--- src/rtl/uart_tx_if.sv ---
// Handshake and serial-line bundle for uart_tx.
// master drives the word and valid; slave is the transmitter.
interface uart_tx_if #(
    parameter int unsigned WIDTH = 8
);
    logic [WIDTH-1:0] data_in;
    logic             valid;
    logic             ready;
    logic             tx;
    logic             busy;
    logic             done;

    modport master (
        output data_in,
        output valid,
        input  ready,
        input  tx,
        input  busy,
        input  done
    );

    modport slave (
        input  data_in,
        input  valid,
        output ready,
        output tx,
        output busy,
        output done
    );
endinterface

--- src/rtl/uart_tx.sv ---
// Serial transmitter: start bit, WIDTH data bits LSB first, optional even parity, stop bit.
// Define UART_TX_PARITY_EN to insert the even-parity bit between data and stop.
module uart_tx #(
    parameter int unsigned WIDTH        = 8,
    parameter int unsigned CLKS_PER_BIT = 16
) (
    input logic      clk,
    input logic      reset,
    uart_tx_if.slave bus
);

    localparam int unsigned CW = (CLKS_PER_BIT > 1) ? $clog2(CLKS_PER_BIT) : 1;
    localparam int unsigned IW = (WIDTH > 1) ? $clog2(WIDTH) : 1;
    localparam logic [CW-1:0] BAUD_LAST = CW'(CLKS_PER_BIT - 1);
    localparam logic [IW-1:0] BIT_LAST  = IW'(WIDTH - 1);

`ifdef UART_TX_PARITY_EN
    typedef enum logic [2:0] {
        StIdle,
        StStart,
        StData,
        StParity,
        StStop
    } state_e;
`else
    typedef enum logic [1:0] {
        StIdle,
        StStart,
        StData,
        StStop
    } state_e;
`endif

    state_e           state_q, state_d;
    logic [CW-1:0]    baud_q, baud_d;
    logic [IW-1:0]    bit_q, bit_d;
    logic [WIDTH-1:0] shift_q, shift_d;
    logic             tx_q, tx_d;
    logic             ready_q, ready_d;
    logic             busy_q, busy_d;
    logic             done_q, done_d;
    logic             baud_last;
`ifdef UART_TX_PARITY_EN
    logic             parity_q, parity_d;
`endif

    assign baud_last = (baud_q == BAUD_LAST);

    always_comb begin
        state_d = state_q;
        baud_d  = baud_q;
        bit_d   = bit_q;
        shift_d = shift_q;
`ifdef UART_TX_PARITY_EN
        parity_d = parity_q;
`endif

        case (state_q)
            StIdle: begin
                if (bus.valid) begin
                    shift_d = bus.data_in;
                    baud_d  = '0;
                    bit_d   = '0;
`ifdef UART_TX_PARITY_EN
                    parity_d = ^bus.data_in;
`endif
                    state_d = StStart;
                end
            end
            StStart: begin
                if (baud_last) begin
                    baud_d  = '0;
                    state_d = StData;
                end else begin
                    baud_d = baud_q + CW'(1);
                end
            end
            StData: begin
                if (baud_last) begin
                    baud_d  = '0;
                    shift_d = shift_q >> 1;
                    if (bit_q == BIT_LAST) begin
                        bit_d = '0;
`ifdef UART_TX_PARITY_EN
                        state_d = StParity;
`else
                        state_d = StStop;
`endif
                    end else begin
                        bit_d = bit_q + IW'(1);
                    end
                end else begin
                    baud_d = baud_q + CW'(1);
                end
            end
`ifdef UART_TX_PARITY_EN
            StParity: begin
                if (baud_last) begin
                    baud_d  = '0;
                    state_d = StStop;
                end else begin
                    baud_d = baud_q + CW'(1);
                end
            end
`endif
            StStop: begin
                if (baud_last) begin
                    baud_d  = '0;
                    state_d = StIdle;
                end else begin
                    baud_d = baud_q + CW'(1);
                end
            end
            default: begin
                state_d = StIdle;
                baud_d  = '0;
                bit_d   = '0;
            end
        endcase

        // Outputs are decoded from the next state so the registered copies line up with it.
        tx_d = 1'b1;
        case (state_d)
            StStart:  tx_d = 1'b0;
            StData:   tx_d = shift_d[0];
`ifdef UART_TX_PARITY_EN
            StParity: tx_d = parity_d;
`endif
            default:  tx_d = 1'b1;
        endcase
        ready_d = (state_d == StIdle);
        busy_d  = (state_d != StIdle);
        done_d  = (state_q == StStop) && (state_d == StIdle);
    end

    always_ff @(posedge clk or posedge reset) begin
        if (reset) begin
            state_q <= StIdle;
            baud_q  <= '0;
            bit_q   <= '0;
            shift_q <= '0;
            tx_q    <= 1'b1;
            ready_q <= 1'b1;
            busy_q  <= 1'b0;
            done_q  <= 1'b0;
        end else begin
            state_q <= state_d;
            baud_q  <= baud_d;
            bit_q   <= bit_d;
            shift_q <= shift_d;
            tx_q    <= tx_d;
            ready_q <= ready_d;
            busy_q  <= busy_d;
            done_q  <= done_d;
        end
    end

`ifdef UART_TX_PARITY_EN
    always_ff @(posedge clk or posedge reset) begin
        if (reset) begin
            parity_q <= 1'b0;
        end else begin
            parity_q <= parity_d;
        end
    end
`endif

    assign bus.tx    = tx_q;
    assign bus.ready = ready_q;
    assign bus.busy  = busy_q;
    assign bus.done  = done_q;

endmodule

--- src/flat_wrapper.sv ---
// flat-port wrapper written by rule: the top's interface ports become plain ports
module uart_tx_flat 
#(
    parameter int unsigned WIDTH        = 8,
    parameter int unsigned CLKS_PER_BIT = 16
)
  (clk, reset, bus_data_in, bus_valid, bus_ready, bus_tx, bus_busy, bus_done);
  uart_tx_if #(.WIDTH(WIDTH)) bus_i ();
  input logic clk;
  input logic reset;
  input wire logic [$bits(bus_i.data_in)-1:0] bus_data_in;
  input wire logic [$bits(bus_i.valid)-1:0] bus_valid;
  output wire logic [$bits(bus_i.ready)-1:0] bus_ready;
  output wire logic [$bits(bus_i.tx)-1:0] bus_tx;
  output wire logic [$bits(bus_i.busy)-1:0] bus_busy;
  output wire logic [$bits(bus_i.done)-1:0] bus_done;
  assign bus_i.data_in = bus_data_in;
  assign bus_i.valid = bus_valid;
  assign bus_ready = bus_i.ready;
  assign bus_tx = bus_i.tx;
  assign bus_busy = bus_i.busy;
  assign bus_done = bus_i.done;
  uart_tx #(.WIDTH(WIDTH), .CLKS_PER_BIT(CLKS_PER_BIT)) u_core (.clk(clk), .reset(reset), .bus(bus_i));
endmodule
--- config.mk ---
export PLATFORM = sky130hd
export DESIGN_NAME = uart_tx_flat
export DESIGN_NICKNAME = d
export VERILOG_FILES = /design/src/rtl/uart_tx_if.sv /design/src/rtl/uart_tx.sv /design/src/flat_wrapper.sv
export SDC_FILE = /design/constraint.sdc
export NUM_CORES = 1
export LEC_CHECK = 0
export ABC_AREA = 1
export CORE_MARGIN = 2
export CORE_UTILIZATION = 30
export DETAILED_ROUTE_END_ITERATION = 7
export SKIP_LAST_GASP = 1
export SYNTH_ARGS = -nofsm -noshare
export SYNTH_HDL_FRONTEND = slang
export SYNTH_SLANG_ARGS = --single-unit
export TNS_END_PERCENT = 20
--- constraint.sdc ---
create_clock -name clk -period 3.7 [get_ports clk]
set_input_delay 0.37 -clock clk [delete_from_list [all_inputs] [get_ports clk]]
set_output_delay 0.37 -clock clk [all_outputs]
set_load 0.03 [all_outputs]
# Yosys cells after proc, flatten, opt, wreduce, memory -nomap -nowiden
# Cells that the tools add are included.
[classes]
n_mux = 17
n_eq_ne = 9
n_addsub = 2
reduce_logical = 7
[op_table]
columns = ["operator", "count"]
rows = [
  ["$mux W8", 2],
  ["$pmux W8 S2", 1],
  ["$mux W2", 5],
  ["$mux W3", 3],
  ["$mux W4", 2],
  ["$pmux W2 S4", 1],
  ["$pmux W4 S2", 1],
  ["$eq A2 B2 Y1 const B", 3],
  ["$pmux W3 S2", 1],
  ["$add A4 B1 Y4 const B", 1],
  ["$eq A2 B1 Y1 const B", 2],
  ["$eq A4 B4 Y1 const B", 1],
  ["$logic_not A2 Y1", 2],
  ["$reduce_bool A2 Y1", 2],
  ["$add A3 B1 Y3 const B", 1],
  ["$eq A3 B3 Y1 const B", 1],
  ["$reduce_and A3 Y1", 1],
  ["$reduce_or A3 Y1", 1],
  ["$ne A2 B1 Y1 const B", 1],
  ["$ne A2 B2 Y1 const B", 1],
  ["$pmux W1 S2", 1],
  ["$logic_and A1 B1 Y1", 1],
]
[totals]
ff_bits = 21
inputBits = 11

# Longest topological paths before layout
# Gate-level depths: netlist of run 1.
[logic_depth]
word_depth = 6
depth_mapped = 9
mapped_depth_nobuf = 9

# Worst setup path after synthesis of run 1
# OpenSTA, ideal clock, no wires.
[synth_path]
path_type = "flip-flop to flip-flop"
startpoint = "reg u_core.baud_q[0]"
endpoint = "reg u_core.shift_q[7]"
arrival_ps = 1204
setup_ps = 121
period_less_slack_ps = 1325
n_path_buf = 1
slack_ps = 2375
required_time_ps = 3579
path_stages_with_launch = 7
cell_sequence = "dfrtp_1 ha_1 nand3_4 nor2_8 nor2_2 buf_6 a22o_1"
[synth_between]
elab_chain_len = 3
[synth_lines]
columns = ["item", "line_no", "rtl"]
rows = [
  ["start: declaration", "uart_tx.sv:35", "logic [CW-1:0] baud_q, baud_d;"],
  ["start signal: assignment", "uart_tx.sv:148", "baud_q <= baud_d;"],
  ["$eq A4 B4 Y1", "uart_tx.sv:47", "assign baud_last = (baud_q == BAUD_LAST);"],
  ["$ne A2 B1 Y1 (no source line)", "--", ""],
  ["$reduce_and A3 Y1 (no source line)", "--", ""],
  ["end signal: assignment", "uart_tx.sv:150", "shift_q <= shift_d;"],
  ["end: declaration", "uart_tx.sv:37", "logic [WIDTH-1:0] shift_q, shift_d;"],
]
# No other way between the ends.
# A chain may end at the register's enable or synchronous reset.

# Worst setup path in the final report of run 1
[layout_path]
startpoint = "reg u_core.tx_q (netlist: u_core.bus.tx)"
endpoint = "out bus_tx"
[layout_lines]
columns = ["item", "line_no", "rtl"]
rows = [
  ["start: declaration", "uart_tx.sv:38", "logic tx_q, tx_d;"],
  ["start signal: assignment", "uart_tx.sv:151", "tx_q <= tx_d;"],
  ["end: declaration", "flat_wrapper.sv:14", "output wire logic [$bits(bus_i.tx)-1:0] bus_tx;"],
]
# No word-level cell between the ends.

==> flow_summary.json, run 1 <==
{
  "outcome": "complete, no violations",
  "post_drt_wl_per_cell_um": 10.4,
  "antennaDiodeCount": 0,
  "cts-resized-gates": 0,
  "cts_root_buf": "clkbuf_4",
  "regArea_um2": 528,
  "drt_iter0_drc": 18,
  "yosysMostFrequentCell": "nand2_1",
  "grt_start_max_net_pins": 22,
  "path_delay_family": "buffers and inverters",
  "path_cells": "clkdlybuf4s50_1",
  "drcViolationCount": 0,
  "power.share.switching": 0.207,
  "critPathKind": "flip-flop to primary output",
  "drv_slew": 0,
  "path_clk_slew_ns": 0.11,
  "synth-main-ff-cell": "dfrtp_1",
  "synth_cells": 112,
  "fin_skew_ns": 0.00189,
  "die_x_um": 62.2,
  "gp_congestion": 0.774,
  "yosys.area.top_type_share": 0.468,
  "io_buffer_count": 14,
  "postCtsSetupBuffers": 0,
  "core-area_um2": 3280,
  "power_density_nw_per_um2": 288,
  "syn2layout_area_growth_pct": 20.9,
  "holdCritPathClass": "flip-flop to flip-flop",
  "synth_area_leader_cell": "dfrtp_1",
  "synth_nets": 126,
  "maxCapViolCount": 0,
  "fin_tns_setup_ns": 0,
  "comb_power_share": 0.047,
  "hold_viol": 0,
  "power.total_mw": 0.354,
  "htree_levels": 1,
  "die_h_um": 62.2,
  "layout_min_cycle_time_ns": 1.86,
  "grt_first_pass_wirelength_um": 3460,
  "synth-seq-cells": 21,
  "relSlewSlack": 0.482,
  "max_stage_delay_ns": 0.66,
  "postSynthAreaPerCell_um2": 9.07,
  "num_vias": 771,
  "fin_crit_sh": 0.504,
  "synth_edf_count": 0,
  "cts_tree": "yes",
  "nFillCells": 337,
  "multiInputGateArea_um2": 432,
  "crit_required_ns": 3.33,
  "fin_nets": 144,
  "yosys_warnings": 0,
  "clk_latency_ns": 0.30,
  "grt_overflow": 0,
  "rows": 21,
  "synth_area_leaders": "dfrtp_1 47%, nand2_1 14%, dfstp_2 5.2%",
  "path_max_fanout": 1,
  "drt.antenna.violating_nets": 0,
  "p_sw_mw": 0.0735,
  "cts_sinks": 21,
  "io_pins": 15,
  "rsz0062_at_grt": "no",
  "internal_power_mw": 0.281,
  "cellLeakagePower_nw": 0.622,
  "synth_area_um2": 1020,
  "start_util": 0.309,
  "ys_seq_area_frac": 0.520,
  "cts_buffers": 3,
  "synth.distinct_cells": 20,
  "max_freq_ghz": 0.536,
  "crit_arrival_ns": 1.49,
  "ys_async_sr_fraction": 1.00,
  "die_area_um2": 3870,
  "gr-usage-all-layers": 0.109,
  "cts.path.max_buffers": 2,
  "seqPwrFrac": 0.648,
  "drt-total-wl_um": 1810,
  "crit_path_end_kind": "primary output",
  "viasPerCell": 4.41,
  "cp_slowest_cell": "clkdlybuf4s50_1",
  "cp-start-kind": "flip-flop",
  "fin_util": 0.374,
  "power.share.clock": 0.306,
  "synth_common_cells": "37 x nand2_1, 19 x dfrtp_1, 11 x inv_1",
  "vdd_drop_max_mv": 0.220,
  "cts_hold_buf": 0,
  "finalSetupViolCount": 0,
  "cp_num_buf_inv": 1,
  "drive_gt1_frac": 0.0930,
  "dr.pass1.iters": 4,
  "dp_hpwl_um": 1370,
  "grt_antenna_before_repair": 0,
  "tightest_slew_ns": 0.776,
  "grt_pass1_vias": 824
}
worst paths after layout:
check,start,end,slack [ns],cells past startpoint
hold reg to reg,u_core.shift_q[0],u_core.shift_q[0],0.48,2
min in group asynchronous,reset,u_core.baud_q[2],0.51,2
hold / removal,u_core.shift_q[0],u_core.shift_q[0],0.48,2
setup reg to reg,u_core.baud_q[0],u_core.bus.tx,2.11,8
max in group asynchronous,reset,u_core.shift_q[5],2.71,2
setup / recovery,u_core.bus.tx,bus_tx,1.84,1
sequential cells by signal, indices dropped and copies added, names as in the netlist:
| name | count |
|---|---|
| u_core.bus.tx | 1 |
| u_core.bus.busy | 1 |
| u_core.state_q | 2 |
| u_core.bus.done | 1 |
| u_core.bus.ready | 1 |
| u_core.baud_q | 4 |
| u_core.shift_q | 8 |
| u_core.bit_q | 3 |
cells in the final DEF, fill, tap and decap left out, types with 2 or more instances in the layout:
| cell | n |
|---|---|
| dfstp_2 | 2 |
| a22oi_1 | 6 |
| ha_1 | 3 |
| clkbuf_4 | 3 |
| nand3_1 | 10 |
| nor2_1 | 7 |
| inv_1 | 11 |
| clkdlybuf4s50_1 | 14 |
| nand2_1 | 37 |
| nand2_4 | 2 |
| dfrtp_1 | 19 |
| o21ai_0 | 5 |
power by group through the flow:
stage,logic [mW],registers [mW],clock network [mW]
final,0.0165,0.230,0.108
after global routing,0.0186,0.230,0.127
after CTS,0.0172,0.230,0.116
after detailed placement,0.0171,0.234,0
after global placement,0.0169,0.234,0
after floorplan,0.00417,0.234,0
layout make-up:
cell class / count / area share
flip-flops and latches: 21 / 0.430
multi-input cells: 78 / 0.351
repair buffers: 14 / 0.114
well taps: 46 / 0.0468
inverters: 12 / 0.0367
clock buffers: 4 / 0.0214
tightest hold or removal path: cells and delay by family (launching register included):
| family | cells | cell delay (ns) |
|---|---|---|
| AND/OR/NAND/NOR | 2 | 0.12 |
| flip-flops | 1 | 0.34 |
stage by stage:
| step | cell area [um^2] | worst slack, ns | hold WS, ns | instances |
|---|---|---|---|---|
| after floorplan | 1020 | 2.37 | 0.345 | 112 |
| after global placement | 1200 | 1.99 | 0.465 | 171 |
| after detailed placement | 1200 | 1.93 | 0.459 | 171 |
| after CTS | 1230 | 1.81 | 0.487 | 175 |
| after global routing | 1230 | 1.79 | 0.517 | 175 |
| final | 1230 | 1.84 | 0.480 | 175 |
routing by layer:
metal	vias up	share of wire	GRT usage	routed length, um
met2	14	0.50	0.197	899
met5	-	0	0	0
li1	397	-	-	-
met4	0	0.0072	0.0222	13
met3	2	0.045	0.0344	82
met1	358	0.45	0.128	818
cells by family after synthesis:
family / count (synthesis) / synth area share
AO/OA/AOI/OAI: 12 / 0.0776
XOR/XNOR: 2 / 0.0172
adder cells (fa/ha/maj): 3 / 0.0369
buffers and inverters: 13 / 0.0554
flip-flops: 21 / 0.520
AND/OR/NAND/NOR: 61 / 0.293
Note: power is estimated with default switching activity, not from simulation.
==> inputs of run 2 (changes only) <==
==> constraint.sdc (replaced) <==
create_clock -name clk -period 1.6 [get_ports clk]
set_input_delay 0.16 -clock clk [delete_from_list [all_inputs] [get_ports clk]]
set_output_delay 0.16 -clock clk [all_outputs]
set_load 0.03 [all_outputs]
==> flow_summary.json, run 2 (synthesis results as in run 1) <==
{
  "dr.pass1.iters": 4,
  "nFillCells": 348,
  "post-place-cells": 172,
  "viasPerCell": 4.47,
  "dp_hpwl_um": 1380,
  "r2r_start": "u_core.baud_q[0]",
  "final_cell_area_um2": 1240,
  "finalSetupViolCount": 1,
  "layout_min_cycle_time_ns": 1.66,
  "outcome": "complete, but fails checks",
  "drt_iter0_drc": 23,
  "maxCapViolCount": 0,
  "syn2layout_area_growth_pct": 22.2,
  "grt_pass1_vias": 783,
  "clk_latency_ns": 0.32,
  "drv_slew": 0,
  "rrSetupSlack_ns": 0.17,
  "die_x_um": 62.2,
  "fin_ws_ns": -0.0608,
  "stdcell_count": 176,
  "crit_start": "u_core.bus.tx",
  "path_clk_slew_ns": 0.12,
  "path_delay_family": "buffers and inverters",
  "cp-start-kind": "flip-flop",
  "fin_skew_ns": 0.00658,
  "regArea_um2": 528,
  "crit_arrival_ns": 1.50,
  "relSlewSlack": 0.783,
  "gp_congestion": 0.811,
  "worstRegToRegCells": 8,
  "cts_buffers": 3,
  "hold_viol": 0,
  "regMostFlops": "u_core.shift_q",
  "multiInputGateArea_um2": 437,
  "drt.antenna.violating_nets": 0,
  "htree_levels": 1,
  "io_pins": 15,
  "die_h_um": 62.2,
  "critPathKind": "flip-flop to primary output",
  "power_density_nw_per_um2": 673,
  "fin_util": 0.378,
  "post_drt_wl_per_cell_um": 10.4,
  "fin_crit_sh": 1.04,
  "violations": "setup timing",
  "rows": 21,
  "cp_num_buf_inv": 1,
  "layout_commonest_cell": "nand2_1",
  "fin_nets": 145,
  "placed_area_um2": 1210,
  "cts_tree": "yes",
  "path_max_fanout": 1,
  "cts.path.max_buffers": 2,
  "max_freq_ghz": 0.602,
  "worstReg2RegEnd": "u_core.bus.tx",
  "drive_gt1_frac": 0.108,
  "holdCritPathClass": "input pin to asynchronous set/reset pin",
  "fin_tns_setup_ns": -0.0608,
  "cts_root_buf": "clkbuf_4",
  "crit_path_end_kind": "primary output",
  "vdd_drop_max_mv": 0.477,
  "grt_start_max_net_pins": 22,
  "num_vias": 786,
  "reg_top3": "u_core.shift_q: 8 flops, u_core.baud_q: 4 flops, u_core.bit_q: 3 flops",
  "max_stage_delay_ns": 0.65,
  "io_buffer_count": 14,
  "cts_hold_buf": 0,
  "antennaDiodeCount": 0,
  "tightest_slew_ns": 0.322,
  "layout.cells.most_common_list": "37 x nand2_1, 19 x dfrtp_1, 13 x clkdlybuf4s50_1",
  "grt_overflow": 0,
  "rsz0062_at_grt": "yes",
  "cellLeakagePower_nw": 0.637,
  "die_area_um2": 3870,
  "cp_slowest_cell": "clkdlybuf4s50_1",
  "cts_sinks": 21,
  "drcViolationCount": 0,
  "drt-total-wl_um": 1830,
  "largest_reg_flops": 8,
  "path_cells": "clkdlybuf4s50_1",
  "crit_required_ns": 1.44,
  "grt_antenna_before_repair": 0,
  "start_util": 0.309,
  "grt_first_pass_wirelength_um": 3330,
  "core-area_um2": 3280,
  "gr-usage-all-layers": 0.107
}
-- run 2: cell count changes in the layout (fill, tap and decap cells not counted), sizes merged --
cell           before  now
clkinv              0    1
buf                 0    1
clkdlybuf4s50      14   13
dlygate4sd2         0    1
clkbuf              4    3
-- run 2: metal layers --
layer  up-vias  GRT usage  share of wire
li1        396          -              -
met1       371      0.136           0.47
met2        15      0.171           0.47
met3         4     0.0326          0.045
met4         0     0.0417          0.016
met5         -          0              0
-- run 2: final cells by class --
type	count	area share
multi-input cells	78	0.352
inverters	12	0.0363
flip-flops and latches	21	0.425
clock inverters	1	0.00403
clock buffers	3	0.0181
repair buffers	15	0.118
well taps	46	0.0464
-- run 2: stage by stage --
stage	setup slack, ns	hold WS (ns)	total power, mW
after floorplan	0.275	0.135	0.550
after global placement	0.0933	0.468	0.582
after detailed placement	0.0610	0.461	0.582
after CTS	-0.0797	0.165	0.850
after global routing	-0.119	0.172	0.881
final	-0.0608	0.155	0.835
-- run 2: timing repair --
action | 4_1_cts | 5_1_grt
cloned | 0 | 0
setup endpoints to repair | 2 | 4
resized for setup | 1 | 1
setup buffers | 0 | 0
-- run 2: how the worst max path moves through the flow --
| stage | to | slack [ns] | depth (start not counted) |
|---|---|---|---|
| 3_5_place_dp | u_core.bus.tx | 0.06 | 8 |
| 4_1_cts | bus_tx | -0.08 | 1 |
| 3_3_place_gp | u_core.bus.tx | 0.09 | 8 |
| 5_1_grt | bus_tx | -0.12 | 1 |
| 2_1_floorplan | u_core.shift_q[7] | 0.27 | 6 |
| 6_report | bus_tx | -0.06 | 1 |
-- run 2: where the power goes --
part	internal, mW	switching (mW)
Clock	0.0937	0.170
Combinational	0.0234	0.0167
Sequential	0.531	0
==> inputs of run 3 (changes only) <==
--- a/config.mk
+++ b/config.mk
@@ -9,6 +9,7 @@
 export CORE_MARGIN = 2
 export CORE_UTILIZATION = 30
 export DETAILED_ROUTE_END_ITERATION = 7
+export HOLD_SLACK_MARGIN = 0.02
 export SKIP_LAST_GASP = 1
 export SYNTH_ARGS = -nofsm -noshare
 export SYNTH_HDL_FRONTEND = slang
==> results of run 3 <==
Same layout as run 2: the final DEF is identical, and so are final timing and power.
